==> src/rtl/dmem_arbiter.sv <==
// -----------------------------------------------------------------------------
// dmem_arbiter
//
// Purpose:
//   Shares the single port of the 32-word data memory between the processor
//   load/store path (port 0) and a test/loader engine (port 1). Arbitration is
//   decided every cycle; a requester may lock the port for consecutive grants,
//   bounded by LOCK_MAX, after which ownership is forcibly released for one
//   contention round. Read data is routed back to the requester that won the
//   read grant, one cycle after that grant.
//
// Handshake (both ports):
//   mN_req is a valid; mN_gnt is the combinational ready/accept. The requester
//   holds req, we, addr, wdata and lock stable until it sees gnt=1 in the same
//   cycle; that cycle is the transfer. A granted read returns mN_rvalid=1 with
//   mN_rdata exactly one cycle later. mN_rdata is 0 whenever mN_rvalid is 0.
//
// Configuration macro:
//   DMEM_ARB_RR_EN  defined   : round-robin contention in IDLE (rr_last).
//                   undefined : port 0 always wins contention in IDLE, except
//                               in the cycle right after a forced release of a
//                               port-0 lock, when port 1 wins.
//
// Ports:
//   clk, rst_n                 clock, asynchronous active-low reset
//   mN_req/we/lock/addr/wdata  requester N access request (N = 0, 1)
//   mN_gnt                     access accepted this cycle (combinational)
//   mN_rvalid/rdata            read return for requester N
//   mem_read/write/addr/wdata  memory strobes, driven from the winner, 0 idle
//   mem_rdata                  memory read data (registered by the memory)
//   o_dbg_state                FSM state: 0 = IDLE, 1 = LOCK0, 2 = LOCK1
// -----------------------------------------------------------------------------
module dmem_arbiter #(
   parameter int ADDR_W   = 5,
   parameter int DATA_W   = 32,
   parameter int LOCK_MAX = 8
) (
   input  logic              clk,
   input  logic              rst_n,

   input  logic              m0_req,
   input  logic              m0_we,
   input  logic              m0_lock,
   input  logic [ADDR_W-1:0] m0_addr,
   input  logic [DATA_W-1:0] m0_wdata,
   output logic              m0_gnt,
   output logic              m0_rvalid,
   output logic [DATA_W-1:0] m0_rdata,

   input  logic              m1_req,
   input  logic              m1_we,
   input  logic              m1_lock,
   input  logic [ADDR_W-1:0] m1_addr,
   input  logic [DATA_W-1:0] m1_wdata,
   output logic              m1_gnt,
   output logic              m1_rvalid,
   output logic [DATA_W-1:0] m1_rdata,

   output logic              mem_read,
   output logic              mem_write,
   output logic [ADDR_W-1:0] mem_addr,
   output logic [DATA_W-1:0] mem_wdata,
   input  logic [DATA_W-1:0] mem_rdata,

   output logic [1:0]        o_dbg_state
);

   localparam logic [7:0] LP_LOCK_MAX = 8'(LOCK_MAX);

   typedef enum logic [1:0] {
      S_IDLE  = 2'd0,
      S_LOCK0 = 2'd1,
      S_LOCK1 = 2'd2
   } state_t;

   state_t            r_state;
   state_t            w_state_nxt;
   logic [7:0]        r_lock_cnt;
   logic [7:0]        w_lock_cnt_nxt;
   logic [7:0]        w_cnt_inc;
   logic              w_at_max;
   logic              r_rd_pend;
   logic              r_rd_port;

   logic              w_gnt0;
   logic              w_gnt1;
   logic              w_any;
   logic              w_win;
   logic              w_we;
   logic              w_lock;
   logic [ADDR_W-1:0] w_addr;
   logic [DATA_W-1:0] w_wdata;

`ifdef DMEM_ARB_RR_EN
   logic              r_rr_last;
`else
   // One-cycle preference for the other port after a forced lock release.
   logic              r_fr_pend;
   logic              r_fr_port;
`endif

   // ---------------------------------------------------------------------------
   // Grant decision. In LOCKk only port k can be granted; the lock owner
   // dropping req for a cycle grants nobody and falls back to IDLE.
   // ---------------------------------------------------------------------------
   always_comb begin
      w_gnt0 = 1'b0;
      w_gnt1 = 1'b0;
      case (r_state)
         S_IDLE: begin
            if (m0_req && m1_req) begin
`ifdef DMEM_ARB_RR_EN
               w_gnt0 = r_rr_last;
               w_gnt1 = ~r_rr_last;
`else
               w_gnt1 = r_fr_pend & ~r_fr_port;
               w_gnt0 = ~(r_fr_pend & ~r_fr_port);
`endif
            end else begin
               w_gnt0 = m0_req;
               w_gnt1 = m1_req;
            end
         end
         S_LOCK0: w_gnt0 = m0_req;
         S_LOCK1: w_gnt1 = m1_req;
         default: begin
            w_gnt0 = 1'b0;
            w_gnt1 = 1'b0;
         end
      endcase
   end

   assign w_any   = w_gnt0 | w_gnt1;
   assign w_win   = w_gnt1;
   assign w_we    = w_win ? m1_we    : m0_we;
   assign w_lock  = w_win ? m1_lock  : m0_lock;
   assign w_addr  = w_win ? m1_addr  : m0_addr;
   assign w_wdata = w_win ? m1_wdata : m0_wdata;

   // Count of locked grants including this one: a lock entry from IDLE is
   // grant number 1. Reaching LOCK_MAX with lock still asserted releases.
   assign w_cnt_inc = (r_state == S_IDLE) ? 8'd1 : (r_lock_cnt + 8'd1);
   assign w_at_max  = (w_cnt_inc == LP_LOCK_MAX);

   // ---------------------------------------------------------------------------
   // Next state: a granted cycle with lock held stays/enters LOCK[winner]
   // unless the bound is reached; every other cycle returns to IDLE.
   // ---------------------------------------------------------------------------
   always_comb begin
      w_state_nxt    = S_IDLE;
      w_lock_cnt_nxt = 8'd0;
      if (w_any && w_lock && !w_at_max) begin
         w_state_nxt    = w_win ? S_LOCK1 : S_LOCK0;
         w_lock_cnt_nxt = w_cnt_inc;
      end
   end

   always_ff @(posedge clk or negedge rst_n) begin
      if (!rst_n) begin
         r_state    <= S_IDLE;
         r_lock_cnt <= 8'd0;
         r_rd_pend  <= 1'b0;
         r_rd_port  <= 1'b0;
`ifdef DMEM_ARB_RR_EN
         r_rr_last  <= 1'b1;
`else
         r_fr_pend  <= 1'b0;
         r_fr_port  <= 1'b0;
`endif
      end else begin
         r_state    <= w_state_nxt;
         r_lock_cnt <= w_lock_cnt_nxt;
         r_rd_pend  <= w_any & ~w_we;
         if (w_any) begin
            r_rd_port <= w_win;
         end
`ifdef DMEM_ARB_RR_EN
         if (w_any) begin
            r_rr_last <= w_win;
         end
`else
         r_fr_pend <= w_any & w_lock & w_at_max;
         if (w_any) begin
            r_fr_port <= w_win;
         end
`endif
      end
   end

   // ---------------------------------------------------------------------------
   // Outputs. Grants and memory strobes are combinational, so they are masked
   // with rst_n to stay 0 while reset is held even if requests are present.
   // ---------------------------------------------------------------------------
   assign m0_gnt    = w_gnt0 & rst_n;
   assign m1_gnt    = w_gnt1 & rst_n;
   assign mem_read  = w_any & ~w_we & rst_n;
   assign mem_write = w_any &  w_we & rst_n;
   assign mem_addr  = (w_any && rst_n) ? w_addr  : '0;
   assign mem_wdata = (w_any && rst_n) ? w_wdata : '0;

   assign m0_rvalid = r_rd_pend & ~r_rd_port;
   assign m1_rvalid = r_rd_pend &  r_rd_port;
   assign m0_rdata  = m0_rvalid ? mem_rdata : '0;
   assign m1_rdata  = m1_rvalid ? mem_rdata : '0;

   assign o_dbg_state = r_state;

endmodule
==> config.mk <==
export PLATFORM = sky130hd
export DESIGN_NAME = dmem_arbiter
export DESIGN_NICKNAME = d
export VERILOG_FILES = /design/src/rtl/dmem_arbiter.sv
export SDC_FILE = /design/constraint.sdc
export NUM_CORES = 1
export LEC_CHECK = 0
export CAP_MARGIN = 10
export CORE_MARGIN = 3
export CORE_UTILIZATION = 24
export DETAILED_ROUTE_END_ITERATION = 8
export GPL_TIMING_DRIVEN = 0
export PLACE_DENSITY_LB_ADDON = 0.2
export SYNTH_ARGS = -nofsm -noshare
export SYNTH_HDL_FRONTEND = slang
export SYNTH_SLANG_ARGS = --single-unit
export TNS_END_PERCENT = 100
==> constraint.sdc <==
create_clock -name clk -period 1.4 [get_ports clk]
set_input_delay 0.28 -clock clk [delete_from_list [all_inputs] [get_ports clk]]
set_output_delay 0.28 -clock clk [all_outputs]
set_load 0.03 [all_outputs]
; ---- Word-level counts from Yosys, hierarchy flattened
; Index checks and enable logic that the tools add are counted.
[totals]
output_inout_bits = 109
inputBits = 114
ff_bits = 13
word_cells = 46
[classes]
n_addsub = 1
eq_ne = 3
reduce_logical = 6
mux = 16
n_bitwise = 15
[op_table]
columns = operator, n
row1 = 32-bit two-way mux, 4
row2 = 8-bit two-way mux, 2
row3 = 1-bit AND, 11
row4 = 5-bit two-way mux, 2
row5 = 8-bit by 1-bit adder with 8-bit output (second input constant), 1
row6 = 8-bit by 4-bit == test with 1-bit output (second input constant), 1
row7 = 1-bit logical AND, 4
row8 = 1-bit two-way mux, 4
row9 = 2-bit two-way mux, 2
row10 = 1-bit case mux with 2 select lines, 2
row11 = 1-bit inverter, 3
row12 = 2-bit by 1-bit == test with 1-bit output (second input constant), 1
row13 = 2-bit == test (second input constant), 1
row14 = 2-bit zero test, 1
row15 = 1-bit zero test, 1
row16 = 1-bit bitwise OR, 1

; ---- Depth between registers and ports, before layout
; Gate-level depths: netlist of run 1.
[logic_depth]
word_depth = 9
ltp_mapped = 6
ltp_nobuf = 5

; ---- Least setup slack after synthesis of run 1
; No wires, ideal clock.
[synth_timing]
kind = register to output
from = reg r_state[0], in the netlist o_dbg_state[0]
to = out mem_wdata[22]
t_arrival_ns = 1.805
t_required_ns = 1.120
n_path_buf = 2
slack_ns = -0.685
path_stages_with_launch = 7
path_cell_list = dfrtp_1 > nand2b_1 > a21oi_1 > buf_4 > buf_4 > nand2_1 > a21oi_1
[synth_between]
elab_chain_len = 5
word_cells_on_any_way = 9
classes_between = 2 x eq/ne / 4 x mux / 1 x bitwise / 2 x reduce/logical
[synth_rtl]
columns = item, line_no
row1 = "start, declared", 76  ; state_t r_state;
row2 = "start signal, assigned", 171  ; r_state <= w_state_nxt;
row3 = "2-bit by 1-bit == test with 1-bit output, or another cell as far along", 109  ; case (r_state)
row4 = 1-bit case mux with 2 select lines, 109
row5 = 1-bit bitwise OR, 133  ; assign w_any = w_gnt0 | w_gnt1;
row6 = 1-bit logical AND, 199  ; assign mem_wdata = (w_any && rst_n) ? w_wdata : '0;
row7 = 32-bit two-way mux (*), 199
row8 = "end, declared", 62  ; output logic [DATA_W-1:0] mem_wdata,
; Every way passes the cells marked *; elsewhere a longest branch is shown, timed or not.

; ---- Worst setup path in the final report of run 1
[layout_timing]
from = reg r_state[1], in the netlist o_dbg_state[1]
to = out mem_wdata[12]
; The elaborated chain is that of the path after synthesis.

==> flow_summary.json, run 1 <==
{
  "status": "complete, but fails checks",
  "violations": "setup timing",
  "critical_path_buf_inv_count": 2,
  "fmax_mhz": 492,
  "die_w_um": 91.2,
  "synth_sequential_area_ratio_pct": 18.7,
  "drive_above_1_share_pct": 60.1,
  "r2r-end": "o_dbg_state[1]",
  "drt_pass1_iterations": 4,
  "crit_family": "flip-flops",
  "drv_slew": 0,
  "ioPinCount": 223,
  "clock-sinks": 13,
  "post-place-cells": 592,
  "syn_nets": 389,
  "ys_ff_latch": 13,
  "worstSkewPairLatency_ps": 250,
  "core_region_area_um2": 6910,
  "synth_edf_count": 0,
  "power.leakage_nw": 2.49,
  "min_period_over_period_pct": 145,
  "multi_input_area_um2": 2200,
  "final_cell_mix": "buf_6 (117), clkdlybuf4s50_1 (110), nand2_1 (59)",
  "grt_max_degree": 18,
  "htreeDepth": 1,
  "wirelength_um": 12500,
  "required_ps": 1120,
  "crit_type": "flop to output port",
  "grt_pass1_vias": 2983,
  "crit_fanout": 10,
  "fillers": 396,
  "gr-total-overflow": 0,
  "grt_antenna_before_repair": 0,
  "cp-start-kind": "flop",
  "grt_use_total_pct": 24.8,
  "slowest_stage": "dfrtp_2",
  "fin_util_pct": 82.5,
  "syn-instance-count": 274,
  "rsz0062_at_grt": "yes",
  "synthArstFlopShare_pct": 100,
  "yosysWarnings": 0,
  "routedWlPerCell_um": 19.6,
  "max_slew_margin_pct": 72.7,
  "timing.setup.tns_ps": -53270,
  "gp_congestion": 0.852,
  "fin_worst_skew_ps": 7.36,
  "clk_root_buffer_cell": "clkbuf_8",
  "dp_hpwl_um": 8460,
  "die_area_um2": 8320,
  "fin_area_um2": 5700,
  "drtIter0Drc": 73,
  "hold_path_class": "primary input to asynchronous set/reset pin",
  "grt_pass1_wl_um": 16800,
  "drc_errors": 0,
  "syn_area_per_cell_um2": 6.36,
  "finalNetCount": 657,
  "tightestPinTransition_ps": 405,
  "ir_drop_mv": 0.616,
  "path_cells": "nor2b_4, a21o_4, buf_6, nand2_1, a21oi_4, buf_4",
  "diodes": 0,
  "final_cells": 637,
  "placed_cell_area_um2": 4690,
  "via_per_inst": 4.92,
  "crit_arrival_ps": 1750,
  "clk_pin_slew_ps": 60,
  "drtAntennaViolNets": 0,
  "hold_viol_final": 0,
  "syn-cell-area_um2": 1740,
  "clock_path_buffers": 2,
  "port_buffers": 222,
  "numCtsBuffers": 3,
  "r2r_setup_slack_ps": -410,
  "end_kind": "output port",
  "final_common_cell": "buf_6",
  "cts_tree": "yes",
  "fin_ws_ps": -632,
  "whs_ps": 48.1,
  "synth_cell_types": 41,
  "dieHeight_um": 91.2,
  "synth_flop_cell": "dfrtp_1",
  "num_rows": 30,
  "powerDensity_nw_per_um2": 514,
  "regToRegStartpoint": "o_dbg_state[1]",
  "vias": 3134,
  "syn2layout_area_growth_pct": 227,
  "register_area_um2": 329,
  "maxCapViolCount": 0,
  "setup_viol": 119,
  "cp_slowest_stage_delay_ps": 420,
  "fin_crit_ps": 2030,
  "start_util_pct": 25.2,
  "r2r_cells": 6
}
-- cell families (layout without fill, tap and decap cells) --
kind of cell | count (synthesis) | after routing | synth area share (%)
AND/OR/NAND/NOR | 172 | 173 | 51.4
XOR/XNOR | 5 | 5 | 2.51
adder cells (fa/ha/maj) | 1 | 1 | 0.718
multiplexers | 1 | 1 | 0.646
flip-flops | 13 | 13 | 18.7
AO/OA/AOI/OAI | 57 | 57 | 19.2
buffers and inverters | 25 | 291 | 6.89
-- final cells by class --
cell class	instances	area share (%)
Clock buffer	4	0.791
Buffer	19	4.19
Timing Repair Buffer	265	48.4
Tap cell	96	2.11
Multi-Input combinational cell	237	38.5
Inverter	3	0.198
Sequential cell	13	5.78
-- state kept, by name, summed over array words and instances, names as in the netlist --
signal       count
r_lock_cnt       8
o_dbg_state      2
r_fr_pend        1
r_fr_port        1
r_rd_pend        1
-- per-layer routing --
metal / GRT usage (%) / up-vias / part of all wire (%)
met5: 0 / - / 0
met4: 5.90 / 0 / 2.8
met3: 5.14 / 26 / 5.1
met2: 47.9 / 130 / 56
met1: 27.4 / 1514 / 36
li1: - / 1464 / -
-- through the flow --
stage | setup slack, ps | total power [W]
4_1_cts | -625 | 0.00269
5_1_grt | -669 | 0.00304
3_5_place_dp | -1610 | 0.00209
6_report | -632 | 0.00293
3_3_place_gp | -1560 | 0.00206
2_1_floorplan | -274 | 0.00132
-- worst max-delay path by stage --
stage                     depth (start not counted)      startpoint            end  slack, ps
final                                             6  o_dbg_state[1]  mem_wdata[12]       -630
after global routing                              6  o_dbg_state[0]  mem_wdata[12]       -670
after CTS                                         7  o_dbg_state[0]  mem_wdata[28]       -620
after detailed placement                          6           rst_n  mem_wdata[12]      -1610
after global placement                            6           rst_n  mem_wdata[30]      -1560
after floorplan                                   6  o_dbg_state[0]  mem_wdata[22]       -270
-- Yosys cell counts, types with 3 or more instances --
library cell	count	share of area, %
nand2_1	77	17
a21oi_1	40	11
and2_1	37	13
and3_1	33	12
dfrtp_1	13	19
clkbuf_1	10	2.2
buf_2	9	2.6
nor2_1	5	1.1
inv_1	3	0.65
nand3_1	3	0.86
o211a_1	3	1.7
o21ai_0	3	0.86
xnor2_1	3	1.5
-- timing repair --
action                                  4_1_cts  5_1_grt
endpoints found under the setup margin      120      118
hold buffers                                  0        0
setup buffers                                20       18
pin swaps                                    12       31
resized for setup                           813       94
cloned                                        3        5
-- power by group --
part	internal, W	total [W]	switching [W]
Clock	0.000201	0.000333	0.000133
Sequential	0.000390	0.000404	0.0000138
Combinational	0.00112	0.00219	0.00107
Total	0.00171	0.00293	0.00121
Power figures use the tool's default switching activity.
==> inputs of run 2 (changes only) <==
CORE_UTILIZATION = 26   (was 24)
clock period = 2 ns   (was 1.4 ns; I/O delays follow)
==> flow_summary.json, run 2 (same netlist as run 1, synthesis figures left out) <==
{
  "numCtsBuffers": 3,
  "status": "complete, but fails checks",
  "p_int_w": 0.00100,
  "core_region_area_um2": 6420,
  "drtAntennaViolNets": 0,
  "regToRegStartpoint": "r_lock_cnt[0]",
  "r2r_setup_slack_ps": 150,
  "switchingPower_w": 0.000792,
  "gr-total-overflow": 0,
  "clk_pin_slew_ps": 60,
  "drv_slew": 0,
  "register_area_um2": 329,
  "grt_max_degree": 18,
  "htreeDepth": 1,
  "ioPinCount": 223,
  "crit_type": "flop to output port",
  "grt_util_met2_pct": 49.1,
  "vias": 3108,
  "die_area_um2": 7720,
  "fillers": 426,
  "pwr-share-seq_pct": 15.8,
  "drt_pass1_iterations": 4,
  "dp_hpwl_um": 7580,
  "pre_cts_slack_ps": -1340,
  "placed_cell_area_um2": 4200,
  "hold_viol_final": 0,
  "end_kind": "output port",
  "multi_input_area_um2": 1900,
  "via_per_inst": 5.16,
  "cp-start-kind": "flop",
  "wirelength_um": 11800,
  "fin_worst_skew_ps": 3.92,
  "rsz0062_at_grt": "yes",
  "die_w_um": 87.9,
  "start_util_pct": 27.1,
  "hold_path_class": "primary input to asynchronous set/reset pin",
  "r2r-end": "o_dbg_state[0]",
  "final_cell_mix": "clkdlybuf4s50_1 (112), buf_6 (53), and2_1 (35)",
  "clock_path_buffers": 2,
  "clk_root_buffer_cell": "clkbuf_8",
  "violations": "setup timing",
  "largest_reg_flops": 8,
  "final_cells": 602,
  "grt_pass1_vias": 3085,
  "gp_congestion": 0.898,
  "max_slew_margin_pct": 71.8,
  "grt_use_total_pct": 26.8,
  "tightestPinTransition_ps": 421,
  "diodes": 0,
  "fin_area_um2": 4920,
  "finalNetCount": 641,
  "routedWlPerCell_um": 19.7,
  "drive_above_1_share_pct": 44.8,
  "num_rows": 29,
  "p_sw_share_pct": 44.2,
  "required_ps": 1600,
  "maxCapViolCount": 0,
  "ir_drop_mv": 0.295,
  "worstSkewPairLatency_ps": 250,
  "port_buffers": 222,
  "power.leakage_nw": 2.43,
  "fmax_mhz": 459,
  "syn2layout_area_growth_pct": 182,
  "grt_pass1_wl_um": 16100,
  "setup_viol": 41,
  "crit_fanout": 5,
  "cts_tree": "yes",
  "fin_crit_ps": 2180,
  "cts_hold_buffers": 0,
  "min_period_over_period_pct": 109,
  "dieHeight_um": 87.9,
  "powerDensity_nw_per_um2": 364,
  "grt_util_met3_pct": 6.68,
  "grt_antenna_before_repair": 0,
  "whs_ps": 171,
  "grt.busiest_layer": "met2",
  "clkPwrFrac_pct": 13.3,
  "drtIter0Drc": 136,
  "combPwrFrac_pct": 70.8,
  "crit_arrival_ps": 1780,
  "drc_errors": 0,
  "regMostFlops": "r_lock_cnt",
  "r2r_cells": 5,
  "clock-sinks": 13,
  "final_common_cell": "clkdlybuf4s50_1",
  "post-place-cells": 573,
  "met1_usage_pct": 28.8,
  "fin_ws_ps": -181
}
-- run 2: cell count changes in the layout (fill, tap and decap cells not counted), moves of 15 or more --
| cell | change |
|---|---|
| and2_4 | -26 |
| and3_4 | -32 |
| a21oi_2 | +23 |
| and3_1 | +32 |
| nand2_1 | -37 |
| nand2_2 | +22 |
| buf_2 | +30 |
| buf_4 | -22 |
| dlygate4sd2_1 | +25 |
| a21oi_4 | -23 |
| buf_6 | -64 |
| and2_1 | +33 |
| nand2_4 | +15 |
-- run 2: worst max-delay path by stage --
stage                    from             to  slack, ps
3_3_place_gp            rst_n  mem_wdata[30]      -1310
2_1_floorplan  o_dbg_state[1]  mem_wdata[11]       -100
4_1_cts        o_dbg_state[1]  mem_wdata[30]       -130
3_5_place_dp            rst_n  mem_wdata[30]      -1340
5_1_grt             r_fr_port  mem_wdata[18]       -220
6_report            r_fr_port  mem_wdata[18]       -180
-- run 2: area by class of cell --
type,count,area share (%)
multi-input cells,236,38.6
clock buffers,4,0.916
repair buffers,248,47.4
plain buffers,21,4.25
inverters,3,0.229
flip-flops and latches,13,6.69
well taps,77,1.96
-- run 2: metrics by stage --
stage	TNS, ps	total power, W	utilization (%)
floorplan	-1760	0.000802	-
global route	-7240	0.00187	76.6
global placement	-58510	0.00132	65.5
finish	-4740	0.00179	76.6
CTS	-2900	0.00173	76.1
detailed placement	-60240	0.00133	65.5
-- run 2: repair_timing --
item	in CTS	in global routing
pin swaps	54	34
cloned	6	0
resized for setup	545	130
buffers inserted	18	4
endpoints found under the setup margin	107	73
-- run 2: power by group through the flow --
stage                     clock network, W  logic (W)  registers, W
final                             0.000239    0.00127      0.000284
after global routing              0.000255    0.00133      0.000285
after CTS                         0.000243    0.00120      0.000287
after detailed placement                 0    0.00104      0.000291
after global placement                   0    0.00103      0.000291
after floorplan                          0   0.000511      0.000290
-- run 2: routing by layer --
metal  routed length (um)  share of wire [%]  vias to the layer above
li1                     -                  -                     1438
met1                 4170                 35                     1439
met2                 6120                 52                      191
met3                 1010                8.5                       40
met4                  538                4.5                        0
met5                    0                  0                        -
-- run 2: worst max-delay path, cell delays in order (launching register included) --
cell,delay (ps)
dfrtp_2,430
nand2b_4,170
a21oi_4,220
buf_6,140
buf_6,130
nand2_1,90
a21oi_2,180
buf_6,160
